## src/rtl/axis_constant_multi.sv

```systemverilog
// Multi-channel AXI-stream constant source: N_CONSTANTS value/dest channels programmed over AXI-lite,
// emitted as a batch on each sync pulse. Optional macro AXIS_CONSTANT_MULTI_LAST_EN drives tlast on the final beat.
module axis_constant_multi #(
    parameter int N_CONSTANTS    = 4,
    parameter int CONSTANT_WIDTH = 32,
    parameter int DEST_WIDTH     = 8
) (
    input  logic                      clock,
    input  logic                      reset,
    input  logic                      sync,

    output logic                      const_out_valid,
    input  logic                      const_out_ready,
    output logic [CONSTANT_WIDTH-1:0] const_out_data,
    output logic [DEST_WIDTH-1:0]     const_out_dest,
    output logic                      const_out_last,

    input  logic [31:0]               axil_awaddr,
    input  logic                      axil_awvalid,
    output logic                      axil_awready,
    input  logic [31:0]               axil_wdata,
    input  logic [3:0]                axil_wstrb,
    input  logic                      axil_wvalid,
    output logic                      axil_wready,
    output logic [1:0]                axil_bresp,
    output logic                      axil_bvalid,
    input  logic                      axil_bready,
    input  logic [31:0]               axil_araddr,
    input  logic                      axil_arvalid,
    output logic                      axil_arready,
    output logic [31:0]               axil_rdata,
    output logic [1:0]                axil_rresp,
    output logic                      axil_rvalid,
    input  logic                      axil_rready
);

    // state | meaning
    // IDLE  | waiting for a sync pulse with something pending or auto-enabled
    // EMIT  | presenting the lowest remaining batch channel on const_out
    localparam logic [0:0] ST_IDLE = 1'b0;
    localparam logic [0:0] ST_EMIT = 1'b1;

    localparam int IDX_W = (N_CONSTANTS > 1) ? $clog2(N_CONSTANTS) : 1;

    logic [31:0]            reg_low  [N_CONSTANTS];
    logic [31:0]            reg_high [N_CONSTANTS];
    logic [31:0]            reg_dest [N_CONSTANTS];
    logic [N_CONSTANTS-1:0] auto_mask;
    logic [N_CONSTANTS-1:0] pending;
    logic [N_CONSTANTS-1:0] batch;
    logic [0:0]             state;

    logic                   wr_en;
    logic                   rd_en;
    logic [27:0]            wr_blk;
    logic [1:0]             wr_off;
    logic [27:0]            rd_blk;
    logic [1:0]             rd_off;
    logic [31:0]            rd_word;
    logic [N_CONSTANTS-1:0] trig_bits;

    logic [N_CONSTANTS-1:0] snap;
    logic [IDX_W-1:0]       cur_idx;
    logic [N_CONSTANTS-1:0] batch_rem;
    logic [N_CONSTANTS-1:0] load_sel;
    logic [IDX_W-1:0]       load_idx;
    logic [N_CONSTANTS-1:0] load_rest;
    logic [63:0]            load_full;

    function automatic logic [IDX_W-1:0] lowest_set(input logic [N_CONSTANTS-1:0] v);
        lowest_set = '0;
        for (int i = N_CONSTANTS - 1; i >= 0; i--) begin
            if (v[i]) lowest_set = IDX_W'(i);
        end
    endfunction

    function automatic logic [31:0] strb_merge(input logic [31:0] old_val,
                                               input logic [31:0] new_val,
                                               input logic [3:0]  strb);
        strb_merge = old_val;
        for (int b = 0; b < 4; b++) begin
            if (strb[b]) strb_merge[8*b +: 8] = new_val[8*b +: 8];
        end
    endfunction

    // Write channel accepts address and data together, one outstanding response.
    assign wr_en        = axil_awvalid && axil_wvalid && !axil_bvalid;
    assign axil_awready = wr_en;
    assign axil_wready  = wr_en;
    assign axil_bresp   = 2'b00;
    assign rd_en        = axil_arvalid && !axil_rvalid;
    assign axil_arready = rd_en;
    assign axil_rresp   = 2'b00;

    assign wr_blk = axil_awaddr[31:4];
    assign wr_off = axil_awaddr[3:2];
    assign rd_blk = axil_araddr[31:4];
    assign rd_off = axil_araddr[3:2];

    assign trig_bits = (wr_en && wr_blk == 28'(N_CONSTANTS) && wr_off == 2'd0)
                       ? axil_wdata[N_CONSTANTS-1:0] : '0;

    always_comb begin
        rd_word = '0;
        for (int i = 0; i < N_CONSTANTS; i++) begin
            if (rd_blk == 28'(i)) begin
                case (rd_off)
                    2'd0:    rd_word = reg_low[i];
                    2'd1:    rd_word = reg_high[i];
                    2'd2:    rd_word = reg_dest[i];
                    default: rd_word = '0;
                endcase
            end
        end
        if (rd_blk == 28'(N_CONSTANTS)) begin
            case (rd_off)
                2'd1:    rd_word[N_CONSTANTS-1:0] = auto_mask;
                2'd2:    rd_word[N_CONSTANTS:0]   = {state == ST_EMIT, pending};
                default: rd_word = '0;
            endcase
        end
    end

    always_ff @(posedge clock) begin
        if (!reset) begin
            for (int i = 0; i < N_CONSTANTS; i++) begin
                reg_low[i]  <= '0;
                reg_high[i] <= '0;
                reg_dest[i] <= '0;
            end
            auto_mask <= '0;
        end else if (wr_en) begin
            for (int i = 0; i < N_CONSTANTS; i++) begin
                if (wr_blk == 28'(i)) begin
                    case (wr_off)
                        2'd0:    reg_low[i]  <= strb_merge(reg_low[i],  axil_wdata, axil_wstrb);
                        2'd1:    reg_high[i] <= strb_merge(reg_high[i], axil_wdata, axil_wstrb);
                        2'd2:    reg_dest[i] <= strb_merge(reg_dest[i], axil_wdata, axil_wstrb);
                        default: ;
                    endcase
                end
            end
            if (wr_blk == 28'(N_CONSTANTS) && wr_off == 2'd1) begin
                auto_mask <= axil_wdata[N_CONSTANTS-1:0];
            end
        end
    end

    always_ff @(posedge clock) begin
        if (!reset) begin
            axil_bvalid <= 1'b0;
            axil_rvalid <= 1'b0;
            axil_rdata  <= '0;
        end else begin
            if (wr_en) begin
                axil_bvalid <= 1'b1;
            end else if (axil_bready) begin
                axil_bvalid <= 1'b0;
            end
            if (rd_en) begin
                axil_rvalid <= 1'b1;
                axil_rdata  <= rd_word;
            end else if (axil_rready) begin
                axil_rvalid <= 1'b0;
            end
        end
    end

    // A trigger write landing with sync is folded into the snapshot.
    always_comb begin
        snap                = pending | trig_bits | auto_mask;
        cur_idx             = lowest_set(batch);
        batch_rem           = batch;
        batch_rem[cur_idx]  = 1'b0;
        load_sel            = (state == ST_IDLE) ? snap : batch_rem;
        load_idx            = lowest_set(load_sel);
        load_rest           = load_sel;
        load_rest[load_idx] = 1'b0;
        load_full           = {reg_high[load_idx], reg_low[load_idx]};
    end

    always_ff @(posedge clock) begin
        if (!reset) begin
            state           <= ST_IDLE;
            batch           <= '0;
            pending         <= '0;
            const_out_valid <= 1'b0;
            const_out_data  <= '0;
            const_out_dest  <= '0;
`ifdef AXIS_CONSTANT_MULTI_LAST_EN
            const_out_last  <= 1'b0;
`endif
        end else begin
            case (state)
                ST_IDLE: begin
                    if (sync && snap != '0) begin
                        batch           <= snap;
                        pending         <= '0;
                        const_out_valid <= 1'b1;
                        const_out_data  <= load_full[CONSTANT_WIDTH-1:0];
                        const_out_dest  <= reg_dest[load_idx][DEST_WIDTH-1:0];
`ifdef AXIS_CONSTANT_MULTI_LAST_EN
                        const_out_last  <= (load_rest == '0);
`endif
                        state           <= ST_EMIT;
                    end else begin
                        pending <= pending | trig_bits;
                    end
                end
                ST_EMIT: begin
                    // Sync is ignored here; triggers wait in pending for the next slot.
                    pending <= pending | trig_bits;
                    if (const_out_valid && const_out_ready) begin
                        batch <= batch_rem;
                        if (batch_rem == '0) begin
                            const_out_valid <= 1'b0;
                            state           <= ST_IDLE;
                        end else begin
                            const_out_data  <= load_full[CONSTANT_WIDTH-1:0];
                            const_out_dest  <= reg_dest[load_idx][DEST_WIDTH-1:0];
`ifdef AXIS_CONSTANT_MULTI_LAST_EN
                            const_out_last  <= (load_rest == '0);
`endif
                        end
                    end
                end
                default: state <= ST_IDLE;
            endcase
        end
    end

`ifndef AXIS_CONSTANT_MULTI_LAST_EN
    assign const_out_last = 1'b0;
`endif

    logic unused_ok;
    assign unused_ok = ^{axil_awaddr[1:0], axil_araddr[1:0], load_full, load_rest};

endmodule
```

## config.mk

```make
export PLATFORM = sky130hd
export DESIGN_NAME = axis_constant_multi
export DESIGN_NICKNAME = d
export VERILOG_FILES = /design/src/rtl/axis_constant_multi.sv
export SDC_FILE = /design/constraint.sdc
export NUM_CORES = 1
export LEC_CHECK = 0
export CAP_MARGIN = 20
export CORE_ASPECT_RATIO = 0.7
export CORE_MARGIN = 2
export CORE_UTILIZATION = 35
export DETAILED_ROUTE_END_ITERATION = 7
export PLACE_DENSITY_LB_ADDON = 0.12
export SLEW_MARGIN = 10
export SYNTH_ARGS = -nofsm -noshare
export SYNTH_HDL_FRONTEND = slang
export SYNTH_SLANG_ARGS = --single-unit
```

## constraint.sdc

```tcl
create_clock -name clock -period 6.3 [get_ports clock]
set_input_delay 0.945 -clock clock [delete_from_list [all_inputs] [get_ports clock]]
set_output_delay 0.945 -clock clock [all_outputs]
set_load 0.05 [all_outputs]
```

# After elaboration in Yosys (flattened, before gate mapping)
# Memories as Yosys holds them, arrays and structs flattened.
# Cells that the tools add are included.
# totals
regBits	88
latchBits	0
ramBits	384
rom_bits	0
output_inout_bits	83
elab_cells	425
n_memories	3
# memory_table
memory	words	word_bits	rd	rd_ports_with_merged_regs	wr	line_no	rtl
reg_dest	4	32	5	0	4	47	logic [31:0] reg_dest [N_CONSTANTS];
reg_high	4	32	4	0	4	46	logic [31:0] reg_high [N_CONSTANTS];
reg_low	4	32	5	0	4	45	logic [31:0] reg_low [N_CONSTANTS];
# classes
addsub	0
multipliers	0
n_div	0
order_cmp	2
eq_ne	16
shifts	0
n_mux	353
bitwise	17
n_reduce_logical	24
# op_table
operator	n
$mux 8	243
$mux 32	20
$pmux 32 s3	4
$eq 28x2->1 const B	4
$pmux 32 s2	1
$mux 1	63
$eq 28x1->1 const B	2
$eq 28x3->1 const B	2
$logic_not 28->1	2
$mux 27	1
$pmux 4 s2	3
$mux 4	5
$mux 2	8
$pmux 8 s2	1
$or 1x1->1	12
$logic_and 1x1->1	9
$or 4x4->4	2
$ne 2x1->1 const B	3
$pmux 1 s2	3
$reduce_and 3->1	2
$and 4x4->4	1
$eq 2x1->1 const B	2
$eq 2x2->1 const B	2
$logic_not 2->1	2
other kinds (12)	15

# Longest topological paths before layout
# An unclocked memory read counts as a cell.
# logic_depth
ltp_word	19
depth_mapped	10
mapped_depth_nobuf	8

# Worst setup path after synthesis
# Ideal clock, no wire load.
# synth_path
path_type	input port to flip-flop
from	input axil_awvalid
to	register const_out_data[19]
setup_ps	127
t_arrival_ps	3257
required_time_ps	6173
slack_ps	2916
path_stages	10
path_cell_list	and3b_1 nand3_1 or4_4 o221ai_4 nand2_2 a21o_1 buf_6 buf_6 mux2i_1 o221ai_2
# synth_via
elab_chain_len	16
word_cells_on_any_way	21
cone_classes	eq/ne: 1; mux: 10; bitwise: 2; reduce/logical: 7; memory: 1
# synth_rtl
element	line_no	rtl
start: declaration	19	input logic axil_awvalid,
$logic_and 1x1->1 * (2 in series)	87	assign wr_en = axil_awvalid && axil_wvalid && !axil_bvalid;
$logic_and 1x1->1 * (2 in series)	100	assign trig_bits = (wr_en && wr_blk == 28'(N_CONSTANTS) && wr_off == 2'd0)
$mux 4 *	101	? axil_wdata[N_CONSTANTS-1:0] : '0;
$or 4x4->4 * (2 in series)	171	snap = pending | trig_bits | auto_mask;
$mux 4	175	load_sel = (state == ST_IDLE) ? snap : batch_rem;
$mux 2 (4 in series)	73	if (v[i]) lowest_set = IDX_W'(i);
$mem_v2 4x32	--	
$mux 32	215	if (batch_rem == '0) begin
$mux 32	213	if (const_out_valid && const_out_ready) begin
$pmux 32 s2	194	case (state)
end signal: assignment	200	const_out_data <= load_full[CONSTANT_WIDTH-1:0];
end signal: assignment	219	const_out_data <= load_full[CONSTANT_WIDTH-1:0];
end: declaration	14	output logic [CONSTANT_WIDTH-1:0] const_out_data,
# Mark *: on every way between the ends. The rest lies on a longest branch, timed or not. The select of a mux whose other input is x is not followed.
# A chain may end at the register's enable or synchronous reset.

# Worst setup path in the final report
# layout_path
from	input axil_awaddr[13]
to	register const_out_data[5]
# layout_via
elab_chain_len	15
word_cells_on_any_way	20
cone_classes	eq/ne: 2; mux: 10; bitwise: 2; reduce/logical: 5; memory: 1
# layout_rtl
element	line_no	rtl
start: declaration	18	input logic [31:0] axil_awaddr,
$eq 28x3->1 *	100	
$logic_and 1x1->1 * (2 in series)	100	
$mux 4 *	101	
$or 4x4->4 * (2 in series)	171	
$mux 4	175	
$mux 2 (4 in series)	73	
$mem_v2 4x32	--	
$mux 32	215	
$mux 32	213	
$pmux 32 s2	194	
# Marks and branches as above.

==> run_summary.xml <==
<?xml version="1.0" encoding="UTF-8"?>
<metrics>
  <group name="sta">
    <metric name="hold_viol_final" unit="">0</metric>
    <metric name="clock_skew" unit="ps">21.4</metric>
    <metric name="max_fclk" unit="MHz">227</metric>
    <metric name="worst-slew-pin-transition" unit="ps">1160</metric>
    <metric name="finalSetupViolations" unit="">0</metric>
    <metric name="sum_neg_setup_slack" unit="ps">0</metric>
    <metric name="finalMaxSlewViolations" unit="">0</metric>
    <metric name="unrepaired_setup_endpoints_after_global_routing" unit="">no</metric>
    <metric name="layout_worst_path_cycle_share" unit="%">69.9</metric>
    <metric name="period_needed" unit="ps">4400</metric>
    <metric name="slew_headroom" unit="%">22.3</metric>
  </group>
  <group name="status">
    <metric name="run_status" unit="">finished, violations left</metric>
    <metric name="violations" unit="">DRC</metric>
  </group>
  <group name="routing">
    <metric name="detailedRoute.firstIterationViolations" unit="">2151</metric>
    <metric name="wl_per_cell" unit="um">26.1</metric>
    <metric name="drt_drc_violations_left" unit="">1</metric>
    <metric name="drt_pass1_iterations" unit="">8</metric>
    <metric name="dr.max_layer_used" unit="">met5</metric>
    <metric name="vias" unit="">15400</metric>
    <metric name="drt-vias-per-instance" unit="">5.60</metric>
    <metric name="met3_length" unit="um">6350</metric>
    <metric name="wl_met1" unit="um">33800</metric>
    <metric name="met2WireLength" unit="um">30600</metric>
    <metric name="finalWirelength" unit="um">71900</metric>
    <metric name="postRouteAntennaNets" unit="">0</metric>
  </group>
  <group name="synth">
    <metric name="synth-seq-area-share" unit="%">62.2</metric>
    <metric name="yosys-top-cells-area" unit="">edfxtp_1, and2_1, dfxtp_1</metric>
    <metric name="synth_area_per_cell" unit="um2">11.9</metric>
    <metric name="netlist_area" unit="um2">21400</metric>
    <metric name="edff_count_synth" unit="">384</metric>
    <metric name="yosysTopAreaCellShare" unit="%">53.9</metric>
    <metric name="ys_seq_elements" unit="">472</metric>
    <metric name="synthCells" unit="">1801</metric>
    <metric name="async_reset_ff_share" unit="%">0</metric>
    <metric name="synth_flop_cell" unit="">edfxtp_1</metric>
    <metric name="yosysUniqueCellTypes" unit="">60</metric>
    <metric name="synth_warn" unit="">0</metric>
    <metric name="leading_area_contributor_after_synthesis" unit="">edfxtp_1</metric>
  </group>
  <group name="finish">
    <metric name="multiInputGateArea" unit="um2">7460</metric>
    <metric name="layout-drive-gt1-share" unit="%">8.32</metric>
    <metric name="flow.area_growth_from_synthesis" unit="%">19.5</metric>
    <metric name="register_area" unit="um2">13300</metric>
    <metric name="fillers" unit="">5586</metric>
    <metric name="layout_commonest_cell" unit="">and2_1</metric>
    <metric name="layout.nets" unit="">2021</metric>
    <metric name="cell_area_after_layout" unit="um2">25500</metric>
    <metric name="highest_count_cells_in_the_layout_ignoring_fill_and_taps" unit="">and2_1, edfxtp_1, nand2_1, clkdlybuf4s50_1, a222oi_1</metric>
  </group>
  <group name="critical_path">
    <metric name="timing_worst_setup_path_type" unit="">primary input to flop</metric>
    <metric name="required" unit="ps">6740</metric>
    <metric name="critical_path.endpoint_type" unit="">flop</metric>
    <metric name="timing.reg2reg.worst_path_depth" unit="">10</metric>
    <metric name="crit_arrival" unit="ps">4840</metric>
    <metric name="crit_path_frequent_cell" unit="">buf_4</metric>
    <metric name="setup.worst_path.start_class" unit="">primary input</metric>
    <metric name="critPathSlowestCell" unit="">nor4_4</metric>
    <metric name="crit_path_max_incr_delay" unit="ps">710</metric>
    <metric name="cp-startpoint" unit="">axil_awaddr[13]</metric>
    <metric name="timing.rr.end" unit="">const_out_data[5]$_SDFFE_PN0P_</metric>
    <metric name="crit_end" unit="">const_out_data[5]$_SDFFE_PN0P_</metric>
    <metric name="worst-r2r-setup-slack" unit="ps">2580</metric>
    <metric name="rr_startpoint" unit="">axil_bvalid$_SDFFE_PN0P_</metric>
    <metric name="crit_path_cell_trace" unit="">clkdlybuf4s50_1 -&gt; nor4_2 -&gt; nand4_1 -&gt; nor4_4 -&gt; a31oi_4 -&gt; buf_4 -&gt; nand2_2 -&gt; a21o_2 -&gt; buf_4 -&gt; mux2i_1 -&gt; o221ai_1</metric>
    <metric name="cp_max_fo" unit="">42</metric>
  </group>
  <group name="die">
    <metric name="ioPinCount" unit="">192</metric>
    <metric name="core_area" unit="um2">60200</metric>
    <metric name="floorplan.rows" unit="">75</metric>
    <metric name="vert_die_dim" unit="um">211</metric>
    <metric name="floorplan.die.width" unit="um">299</metric>
    <metric name="total_die_area" unit="um2">63100</metric>
    <metric name="initial_utilization" unit="%">35.6</metric>
  </group>
  <group name="global_routing">
    <metric name="antenna_violations_before_repair" unit="">5</metric>
    <metric name="overflow" unit="">0</metric>
    <metric name="number_of_global_route_vias_before_repair" unit="">15300</metric>
    <metric name="grt_start_max_net_pins" unit="">79</metric>
    <metric name="global_route_wire_length_before_repair" unit="um">104000</metric>
    <metric name="grt_use_total" unit="%">22.5</metric>
  </group>
  <group name="hold_path">
    <metric name="whs_path_depth" unit="">2</metric>
    <metric name="worstHoldPathType" unit="">flop to flop</metric>
  </group>
  <group name="cts">
    <metric name="cts-root-to-sink-buffers" unit="">3</metric>
    <metric name="htree_levels" unit="">2</metric>
    <metric name="cts-root-buf" unit="">clkbuf_16</metric>
    <metric name="post_cts.repair.setup_buffers" unit="">0</metric>
    <metric name="cts_num_sinks" unit="">472</metric>
    <metric name="cts-hold-fix-buffers" unit="">0</metric>
    <metric name="clock_latency" unit="ps">600</metric>
    <metric name="post_cts_resized" unit="">0</metric>
    <metric name="cts_made_buffers" unit="">49</metric>
    <metric name="clkSlewWorstSetupHoldPaths" unit="ps">60</metric>
    <metric name="tritoncts" unit="">done</metric>
  </group>
  <group name="place">
    <metric name="dpl_cell_area" unit="um2">23900</metric>
    <metric name="portBuffers" unit="">182</metric>
    <metric name="dp.final_hpwl" unit="um">45100</metric>
    <metric name="gpl.final_weighted_congestion" unit="">0.788</metric>
  </group>
  <group name="power">
    <metric name="leakage_dissipation" unit="nW">9.15</metric>
    <metric name="power_per_cell_area" unit="nW/um2">263</metric>
    <metric name="irDropWorstVdd" unit="V">0.000173</metric>
  </group>
  <group name="job">
    <metric name="max_cap_violations" unit="">0</metric>
  </group>
</metrics>
## worst min path at each step
stage                                start                           to  slack, ps
6_report       axil_rdata[11]$_SDFFE_PN0P_  axil_rdata[11]$_SDFFE_PN0P_        450
5_1_grt        axil_rdata[28]$_SDFFE_PN0P_  axil_rdata[28]$_SDFFE_PN0P_        490
4_1_cts        axil_rdata[25]$_SDFFE_PN0P_  axil_rdata[25]$_SDFFE_PN0P_        460
3_5_place_dp   axil_rdata[25]$_SDFFE_PN0P_  axil_rdata[25]$_SDFFE_PN0P_        440
3_3_place_gp    axil_rdata[8]$_SDFFE_PN0P_   axil_rdata[8]$_SDFFE_PN0P_        440
2_1_floorplan        pending[3]$_SDFF_PN0_        pending[3]$_SDFF_PN0_        460
## Yosys cell counts (32+ instances only)
cell,number
a21oi_1,46
mux2i_1,42
a222oi_1,128
and2_1,386
o21ai_0,34
clkbuf_1,153
dfxtp_1,88
o221ai_1,32
nand2_1,183
nor3_1,38
o22ai_1,32
edfxtp_1,384
and3_1,39
nor2_1,89
## kinds of logic after synthesis
kind of cell    synth area share (%)
mux                             2.07
flops                           62.2
fa+ha+maj                      0.281
buf+inv                         3.55
other cells                   0.0175
simple gates                    19.8
compound gates                  12.1
## stage by stage
step | total power, mW | worst slack (ps) | cells | utilization, % | hold WS, ps
4_1_cts | 6.78 | 2000 | 2751 | 42.3 | 457
5_1_grt | 6.94 | 1730 | 2755 | 42.5 | 487
3_5_place_dp | 3.93 | 1380 | 2661 | 39.8 | 443
3_3_place_gp | 3.93 | 1410 | 2661 | 39.8 | 436
2_1_floorplan | 3.74 | 2920 | 1805 | - | 460
6_report | 6.73 | 1900 | 2757 | 42.5 | 450
## critical path, delay by kind of cell
kind | cells | cell delay [ps]
AO/OA/AOI/OAI | 3 | 830
AND/OR/NAND/NOR | 4 | 1490
buffers and inverters | 3 | 1240
multiplexers | 1 | 270
## routing by layer
metal / vias up / global-route usage [%]
li1: 6931 / -
met1: 7714 / 33.9
met2: 728 / 33.1
met3: 73 / 4.99
met4: 2 / 5.02
met5: - / 0
## report_power, final
part / total (mW) / internal (mW) / switching, mW
logic: 0.376 / 0.127 / 0.249
clock network: 2.86 / 1.62 / 1.23
registers: 3.50 / 3.46 / 0.0412
total: 6.73 / 5.21 / 1.52
## final cells by class
| type | count | share of cell area, % |
|---|---|---|
| clock buffer | 75 | 5.53 |
| sequential | 472 | 52.0 |
| antenna | 2 | 0.0196 |
| clock inverter | 15 | 0.504 |
| timing repair buffer | 228 | 8.69 |
| tap | 808 | 3.96 |
| multi-input combinational | 1152 | 29.2 |
| inverter | 5 | 0.0735 |
## sequential cells by signal, indices dropped and copies added, names as in the netlist
| register | cells |
|---|---|
| reg_dest | 128 |
| reg_high | 128 |
| reg_low | 128 |
| axil_rdata | 32 |
| const_out_data | 32 |
| const_out_dest | 8 |
| auto_mask | 4 |
| batch | 4 |
| pending | 4 |
| axil_bvalid | 1 |
| axil_rvalid | 1 |
| const_out_valid | 1 |
| state | 1 |
No activity file was read; power rests on OpenSTA's default activity.
